`config.mk`:
```
export PLATFORM = sky130hd
export DESIGN_NAME = mem_port_arbiter_flat
export DESIGN_NICKNAME = d
export VERILOG_FILES = /design/src/rtl/mem_port_arbiter_if.sv /design/src/rtl/mem_port_arbiter.sv /design/src/flat_wrapper.sv
export SDC_FILE = /design/constraint.sdc
export NUM_CORES = 1
export LEC_CHECK = 0
export BUFFER_PORTS_ARGS = -buffer_cell sky130_fd_sc_hd__clkbuf_2
export CORE_MARGIN = 2
export CORE_UTILIZATION = 50
export CTS_CLUSTER_SIZE = 10
export DETAILED_ROUTE_END_ITERATION = 10
export PLACE_DENSITY = 0.82
export SLEW_MARGIN = 10
export SYNTH_ARGS = -nofsm -noshare
export SYNTH_HDL_FRONTEND = slang
export SYNTH_SLANG_ARGS = --single-unit
export TNS_END_PERCENT = 1
```
`constraint.sdc`:
```
create_clock -name clk -period 3.8 [get_ports clk]
set_input_delay 0.57 -clock clk [delete_from_list [all_inputs] [get_ports clk]]
set_output_delay 0.57 -clock clk [all_outputs]
set_load 0.05 [all_outputs]
```
`src/rtl/mem_port_arbiter_if.sv`:
```
// Handshake and bus signals between the core, the memory port and the arbiter.
// The arbiter uses the slave modport; the surrounding core/memory use master.
interface mem_port_arbiter_if;
  logic        if_req_i;
  logic [31:0] if_addr_i;
  logic        if_gnt_o;
  logic        if_rvalid_o;
  logic [31:0] if_rdata_o;
  logic        flush_i;
  logic        d_load_i;
  logic        d_store_i;
  logic [2:0]  d_funct3_i;
  logic [31:0] d_addr_i;
  logic [31:0] d_wdata_i;
  logic        d_rvalid_o;
  logic [31:0] d_rdata_o;
  logic        d_misalign_o;
  logic        stall_o;
  logic        mem_req_o;
  logic        mem_we_o;
  logic [3:0]  mem_be_o;
  logic [31:0] mem_addr_o;
  logic [31:0] mem_wdata_o;
  logic        mem_ready_i;
  logic        mem_rvalid_i;
  logic [31:0] mem_rdata_i;

  modport slave (
    input  if_req_i, if_addr_i, flush_i, d_load_i, d_store_i, d_funct3_i,
           d_addr_i, d_wdata_i, mem_ready_i, mem_rvalid_i, mem_rdata_i,
    output if_gnt_o, if_rvalid_o, if_rdata_o, d_rvalid_o, d_rdata_o,
           d_misalign_o, stall_o, mem_req_o, mem_we_o, mem_be_o, mem_addr_o,
           mem_wdata_o
  );

  modport master (
    output if_req_i, if_addr_i, flush_i, d_load_i, d_store_i, d_funct3_i,
           d_addr_i, d_wdata_i, mem_ready_i, mem_rvalid_i, mem_rdata_i,
    input  if_gnt_o, if_rvalid_o, if_rdata_o, d_rvalid_o, d_rdata_o,
           d_misalign_o, stall_o, mem_req_o, mem_we_o, mem_be_o, mem_addr_o,
           mem_wdata_o
  );
endinterface

```
`src/rtl/mem_port_arbiter.sv`:
```
// Shares one memory port between instruction fetch and a one-entry load/store
// buffer; formats store lanes, extends load data, and drops flushed fetches.
module mem_port_arbiter #(
  parameter int unsigned FETCH_MAX_DEFER = 2,
  parameter int unsigned CNT_W           = 2
) (
  input logic               clk,
  input logic               rstl,
  mem_port_arbiter_if.slave bus
);

  typedef enum logic [1:0] {IDLE, REQ, RSP, ERR} state_t;

  localparam logic [CNT_W-1:0] MAX_CNT = CNT_W'(FETCH_MAX_DEFER);

  state_t           state;
  logic             buf_valid;
  logic             buf_store;
  logic [2:0]       buf_funct3;
  logic [31:0]      buf_addr;
  logic [31:0]      buf_wdata;
  logic [CNT_W-1:0] defer_cnt;
  logic             fetch_owner;
  logic             kill;

  logic [1:0]  lane;
  logic        misalign;
  logic        fetch_first;
  logic [3:0]  st_be;
  logic [31:0] st_wdata;
  logic [31:0] ld_shift;
  logic [31:0] ld_ext;

  assign lane        = buf_addr[1:0];
  assign fetch_first = bus.if_req_i && (defer_cnt == MAX_CNT);
  assign st_wdata    = buf_wdata << {lane, 3'b000};
  assign ld_shift    = bus.mem_rdata_i >> {lane, 3'b000};
  assign bus.stall_o = buf_valid;

  always_comb begin
    misalign = 1'b0;
    st_be    = 4'b1111;
    case (buf_funct3[1:0])
      2'b00:   st_be = 4'b0001 << lane;
      2'b01: begin
        st_be    = 4'b0011 << lane;
        misalign = lane[0];
      end
      default: misalign = (lane != 2'b00);
    endcase
  end

  always_comb begin
    ld_ext = ld_shift;
    case (buf_funct3)
      3'b000:  ld_ext = {{24{ld_shift[7]}}, ld_shift[7:0]};
      3'b100:  ld_ext = {24'd0, ld_shift[7:0]};
      3'b001:  ld_ext = {{16{ld_shift[15]}}, ld_shift[15:0]};
      3'b101:  ld_ext = {16'd0, ld_shift[15:0]};
      default: ld_ext = ld_shift;
    endcase
  end

  always_ff @(posedge clk) begin
    if (!rstl) begin
      state            <= IDLE;
      buf_valid        <= 1'b0;
      buf_store        <= 1'b0;
      buf_funct3       <= '0;
      buf_addr         <= '0;
      buf_wdata        <= '0;
      defer_cnt        <= '0;
      fetch_owner      <= 1'b0;
      kill             <= 1'b0;
      bus.if_gnt_o     <= 1'b0;
      bus.if_rvalid_o  <= 1'b0;
      bus.if_rdata_o   <= '0;
      bus.d_rvalid_o   <= 1'b0;
      bus.d_rdata_o    <= '0;
      bus.d_misalign_o <= 1'b0;
      bus.mem_req_o    <= 1'b0;
      bus.mem_we_o     <= 1'b0;
      bus.mem_be_o     <= '0;
      bus.mem_addr_o   <= '0;
      bus.mem_wdata_o  <= '0;
    end else begin
      bus.if_gnt_o     <= 1'b0;
      bus.if_rvalid_o  <= 1'b0;
      bus.if_rdata_o   <= '0;
      bus.d_rvalid_o   <= 1'b0;
      bus.d_rdata_o    <= '0;
      bus.d_misalign_o <= 1'b0;

      // A pulse into a full buffer is dropped; clears below only fire when full,
      // so capture and clear never collide on the same edge.
      if ((bus.d_load_i || bus.d_store_i) && !buf_valid) begin
        buf_valid  <= 1'b1;
        buf_store  <= bus.d_store_i;
        buf_funct3 <= bus.d_funct3_i;
        buf_addr   <= bus.d_addr_i;
        buf_wdata  <= bus.d_wdata_i;
      end

      case (state)
        IDLE: begin
          kill <= 1'b0;
          if (buf_valid && misalign) begin
            state            <= ERR;
            buf_valid        <= 1'b0;
            bus.d_rvalid_o   <= 1'b1;
            bus.d_misalign_o <= 1'b1;
          end else if (buf_valid && !fetch_first) begin
            state           <= REQ;
            fetch_owner     <= 1'b0;
            bus.mem_req_o   <= 1'b1;
            bus.mem_we_o    <= buf_store;
            bus.mem_be_o    <= buf_store ? st_be : 4'b1111;
            bus.mem_addr_o  <= buf_addr & ~32'd3;
            bus.mem_wdata_o <= buf_store ? st_wdata : '0;
            if (bus.if_req_i && (defer_cnt != MAX_CNT))
              defer_cnt <= defer_cnt + 1'b1;
          end else if (bus.if_req_i) begin
            state           <= REQ;
            fetch_owner     <= 1'b1;
            defer_cnt       <= '0;
            bus.mem_req_o   <= 1'b1;
            bus.mem_we_o    <= 1'b0;
            bus.mem_be_o    <= 4'b1111;
            bus.mem_addr_o  <= bus.if_addr_i & ~32'd3;
            bus.mem_wdata_o <= '0;
          end
        end
        REQ: begin
          if (fetch_owner && bus.flush_i) kill <= 1'b1;
          if (bus.mem_ready_i) begin
            state           <= RSP;
            bus.if_gnt_o    <= fetch_owner;
            bus.mem_req_o   <= 1'b0;
            bus.mem_we_o    <= 1'b0;
            bus.mem_be_o    <= '0;
            bus.mem_addr_o  <= '0;
            bus.mem_wdata_o <= '0;
          end
        end
        RSP: begin
          if (bus.mem_rvalid_i) begin
            state <= IDLE;
            kill  <= 1'b0;
            if (fetch_owner) begin
              if (!(kill || bus.flush_i)) begin
                bus.if_rvalid_o <= 1'b1;
                bus.if_rdata_o  <= bus.mem_rdata_i;
              end
            end else begin
              buf_valid      <= 1'b0;
              bus.d_rvalid_o <= 1'b1;
              bus.d_rdata_o  <= buf_store ? '0 : ld_ext;
            end
          end else if (fetch_owner && bus.flush_i) begin
            kill <= 1'b1;
          end
        end
        ERR:     state <= IDLE;
        default: state <= IDLE;
      endcase
    end
  end

endmodule

```
`src/flat_wrapper.sv`:
```
// flat-port wrapper written by rule: the top's interface ports become plain ports
module mem_port_arbiter_flat 
#(
  parameter int unsigned FETCH_MAX_DEFER = 2,
  parameter int unsigned CNT_W           = 2
)
  (clk, rstl, bus_if_req_i, bus_if_addr_i, bus_flush_i, bus_d_load_i, bus_d_store_i, bus_d_funct3_i, bus_d_addr_i, bus_d_wdata_i, bus_mem_ready_i, bus_mem_rvalid_i, bus_mem_rdata_i, bus_if_gnt_o, bus_if_rvalid_o, bus_if_rdata_o, bus_d_rvalid_o, bus_d_rdata_o, bus_d_misalign_o, bus_stall_o, bus_mem_req_o, bus_mem_we_o, bus_mem_be_o, bus_mem_addr_o, bus_mem_wdata_o);
  mem_port_arbiter_if bus_i ();
  input logic clk;
  input logic rstl;
  input wire logic [$bits(bus_i.if_req_i)-1:0] bus_if_req_i;
  input wire logic [$bits(bus_i.if_addr_i)-1:0] bus_if_addr_i;
  input wire logic [$bits(bus_i.flush_i)-1:0] bus_flush_i;
  input wire logic [$bits(bus_i.d_load_i)-1:0] bus_d_load_i;
  input wire logic [$bits(bus_i.d_store_i)-1:0] bus_d_store_i;
  input wire logic [$bits(bus_i.d_funct3_i)-1:0] bus_d_funct3_i;
  input wire logic [$bits(bus_i.d_addr_i)-1:0] bus_d_addr_i;
  input wire logic [$bits(bus_i.d_wdata_i)-1:0] bus_d_wdata_i;
  input wire logic [$bits(bus_i.mem_ready_i)-1:0] bus_mem_ready_i;
  input wire logic [$bits(bus_i.mem_rvalid_i)-1:0] bus_mem_rvalid_i;
  input wire logic [$bits(bus_i.mem_rdata_i)-1:0] bus_mem_rdata_i;
  output wire logic [$bits(bus_i.if_gnt_o)-1:0] bus_if_gnt_o;
  output wire logic [$bits(bus_i.if_rvalid_o)-1:0] bus_if_rvalid_o;
  output wire logic [$bits(bus_i.if_rdata_o)-1:0] bus_if_rdata_o;
  output wire logic [$bits(bus_i.d_rvalid_o)-1:0] bus_d_rvalid_o;
  output wire logic [$bits(bus_i.d_rdata_o)-1:0] bus_d_rdata_o;
  output wire logic [$bits(bus_i.d_misalign_o)-1:0] bus_d_misalign_o;
  output wire logic [$bits(bus_i.stall_o)-1:0] bus_stall_o;
  output wire logic [$bits(bus_i.mem_req_o)-1:0] bus_mem_req_o;
  output wire logic [$bits(bus_i.mem_we_o)-1:0] bus_mem_we_o;
  output wire logic [$bits(bus_i.mem_be_o)-1:0] bus_mem_be_o;
  output wire logic [$bits(bus_i.mem_addr_o)-1:0] bus_mem_addr_o;
  output wire logic [$bits(bus_i.mem_wdata_o)-1:0] bus_mem_wdata_o;
  assign bus_i.if_req_i = bus_if_req_i;
  assign bus_i.if_addr_i = bus_if_addr_i;
  assign bus_i.flush_i = bus_flush_i;
  assign bus_i.d_load_i = bus_d_load_i;
  assign bus_i.d_store_i = bus_d_store_i;
  assign bus_i.d_funct3_i = bus_d_funct3_i;
  assign bus_i.d_addr_i = bus_d_addr_i;
  assign bus_i.d_wdata_i = bus_d_wdata_i;
  assign bus_i.mem_ready_i = bus_mem_ready_i;
  assign bus_i.mem_rvalid_i = bus_mem_rvalid_i;
  assign bus_i.mem_rdata_i = bus_mem_rdata_i;
  assign bus_if_gnt_o = bus_i.if_gnt_o;
  assign bus_if_rvalid_o = bus_i.if_rvalid_o;
  assign bus_if_rdata_o = bus_i.if_rdata_o;
  assign bus_d_rvalid_o = bus_i.d_rvalid_o;
  assign bus_d_rdata_o = bus_i.d_rdata_o;
  assign bus_d_misalign_o = bus_i.d_misalign_o;
  assign bus_stall_o = bus_i.stall_o;
  assign bus_mem_req_o = bus_i.mem_req_o;
  assign bus_mem_we_o = bus_i.mem_we_o;
  assign bus_mem_be_o = bus_i.mem_be_o;
  assign bus_mem_addr_o = bus_i.mem_addr_o;
  assign bus_mem_wdata_o = bus_i.mem_wdata_o;
  mem_port_arbiter #(.FETCH_MAX_DEFER(FETCH_MAX_DEFER), .CNT_W(CNT_W)) u_core (.clk(clk), .rstl(rstl), .bus(bus_i));
endmodule
```
==> reports/metrics.cfg <==
[floorplanning]
die_width_um=131
start_util_pct=51.1
rows=46
core-area_sq_um=15900
dieArea_sq_um=17300
chipHeight_um=131
io_pins=278

[power]
pwr-share-comb_pct=32.7
vdd_drop_max_mv=0.394
switching_power_mw=2.70
power.density_nw_per_um2=693
power_mw=7.10
switching_share_pct=38.0
pwr-share-clk_pct=28.4
internal_power_mw=4.40
p_leak_nw=4.57
power_frac_seq_pct=38.9

[global_routing]
grt_max_degree=73
first_global_vias=6998
grt-ovfl-total=0
antenna_found_initial=0
grt_usage_pct=25.6
use_met3_pct=6.48
grt_first_pass_wirelength_um=36200
busiest_layer=met2
met1_usage_pct=30.9
grt_util_met2_pct=44.8

[setup_path]
cp.required_ns=4.21
cp.arrival_ns=3.38
cp-end-kind=flip-flop
reg2reg_depth=5
crit_type=flip-flop to flip-flop
critPathMaxFanout=40
startpoint_type=flip-flop

[logic_synthesis]
synth-edff-count=0
yosysUniqueCellTypes=48
synth_ff_type=dfxtp_1
ys_top_cells_by_count=dfxtp_1 (211), nand2_1 (175), a21oi_1 (93), mux2i_1 (59), clkbuf_1 (40)
synth-seq-cells=211
netlist_instances=861
synth-async-reset-ratio_pct=0
seq_area_frac_synth_pct=52.0
synth_top_area_share_pct=52.0
avgSynthCellArea_sq_um=9.43
synth.most_common_cell=dfxtp_1
synth_warnings=0
yosys-top-cells-area=dfxtp_1 (52%), nand2_1 (8.1%), mux2i_1 (7.3%), a21oi_1 (5.7%), o2bb2ai_1 (3.7%)
syn_area_sq_um=8120
yosysTopAreaCell=dfxtp_1

[placed_design]
gp_congestion=0.850
dp_hpwl_um=15500
io_buffer_count=273
place_area_sq_um=9590

[clock_network]
hold_buffers=0
cts_setup_buffers=0
worstSkewPairLatency_ns=0.51
cts_resized=0
cts_root_buffer=clkbuf_16
cts_tree=built
cts_buffer_depth=3
clkTransAtPathRegs_ns=0.06
htreeDepth=1
clock-sinks=211
cts_buffers=25

[detailed_routing]
route.detailed.drc=0
vias_per_cell=5.39
drt-pass1-iter-count=4
vias=7126
wl_per_cell_um=17.3
ant_nets=0
wl_um=22900
drt-initial-drc-count=409

[timing]
slew_violations=0
period_minus_slack_ns=2.97
period_share_pct=78.0
tightest_slew_ns=1.21
finalHoldViolations=0
relSlewSlack_pct=19.0
fin_tns_setup_ns=0
rsz0062_at_grt=no
setup_viol=0
skew_ns=0.0134
max_freq_mhz=337

[cells_and_area]
final_design_area_no_fill_sq_um=10200
syn_to_final_growth_pct=26.1
diodes=0
fin_nets=1247
layout-drive-gt1-share_pct=30.8
final_core_util_pct=64.5

[flow_run]
maxCapViolCount=0

[min_path]
min_path_cells=3
hold_path_class=input port to flip-flop

[outcome]
status=completed

final timing paths:
kind	from	endpoint	slack, ns
worst max-delay path	u_core.buf_addr[0]$_SDFFE_PN0P_	u_core.bus.d_rdata_o[12]$_SDFF_PP0_	0.83
worst min-delay path	bus_d_addr_i[31]	u_core.buf_addr[31]$_SDFFE_PN0P_	0.28
worst max register to register	u_core.buf_addr[0]$_SDFFE_PN0P_	u_core.bus.d_rdata_o[12]$_SDFF_PP0_	0.83
worst min register to register	u_core.buf_wdata[20]$_SDFFE_PN0P_	u_core.buf_wdata[20]$_SDFFE_PN0P_	0.45
state kept, by name, summed over array words and instances, names as in the netlist:
signal                   cells
u_core.buf_addr             32
u_core.buf_funct3            3
u_core.buf_store             1
u_core.buf_wdata            32
u_core.bus.d_misalign_o      1
u_core.bus.d_rdata_o        32
u_core.bus.d_rvalid_o        1
u_core.bus.if_gnt_o          1
u_core.bus.if_rdata_o       32
u_core.bus.if_rvalid_o       1
u_core.bus.mem_addr_o       30
u_core.bus.mem_be_o          4
u_core.bus.mem_req_o         1
u_core.bus.mem_wdata_o      32
u_core.bus.mem_we_o          1
u_core.bus.stall_o           1
u_core.defer_cnt             2
u_core.fetch_owner           1
u_core.kill                  1
u_core.state                 2
worst max-delay path: stages, from the launching register on:
cell and delay, ns:
dfxtp_2 0.87, buf_4 0.49, nor2b_1 1.00, and2_1 0.23, o21ai_0 0.09, a21oi_1 0.18
power groups by stage:
stage / Combinational, mW / Clock (mW) / Sequential, mW
global route: 2.50 / 2.14 / 2.80
finish: 2.32 / 2.01 / 2.77
detailed placement: 2.32 / 0 / 2.80
floorplan: 1.21 / 0 / 3.28
CTS: 2.33 / 2.06 / 2.76
global placement: 2.28 / 0 / 2.79
layer usage:
metal	vias up	wire, um
li1	3440	-
met1	3363	9420
met2	275	11200
met3	48	1680
met4	0	590
met5	-	0
stage by stage:
stage	worst slack, ns	hold slack, ns	instances
detailed placement	0.881	0.440	1291
global route	0.658	0.264	1322
finish	0.835	0.278	1322
floorplan	1.78	0.432	862
CTS	0.868	0.257	1322
global placement	0.952	0.438	1291
layout make-up:
class                   instances  area, sq um
fillers                      1367         5640
multi-input cells             573         3590
flip-flops and latches        211         4230
clock inverters                 2         16.3
clock buffers                  29          641
inverters                       8         30.0
well taps                     216          270
repair buffers                283         1470
placed cells by master (no fill, tap or decap), types with 8 or more instances in the layout:
master / instances
a21oi_1: 93
mux2_2: 10
nor2_1: 22
o2bb2ai_1: 34
nand2_1: 175
a211oi_1: 16
buf_4: 8
a211o_1: 10
clkbuf_16: 25
dfxtp_1: 209
nor2b_1: 21
clkbuf_2: 273
and2_1: 39
o2bb2ai_2: 8
mux2i_1: 59
a32o_1: 8
a22o_1: 17
o21ai_0: 18
kinds of logic (layout without fill, tap and decap cells):
group	Yosys count	after routing	synth area share, %
buffers and inverters	78	322	4.22
adders and majority gates	6	6	0.924
other	1	2	0.0462
muxes	69	69	8.66
DFF	211	211	52.0
and+or+nand+nor	278	278	15.4
AOI/OAI and AO/OA	218	218	18.7
(Power assumes the default switching activity.)
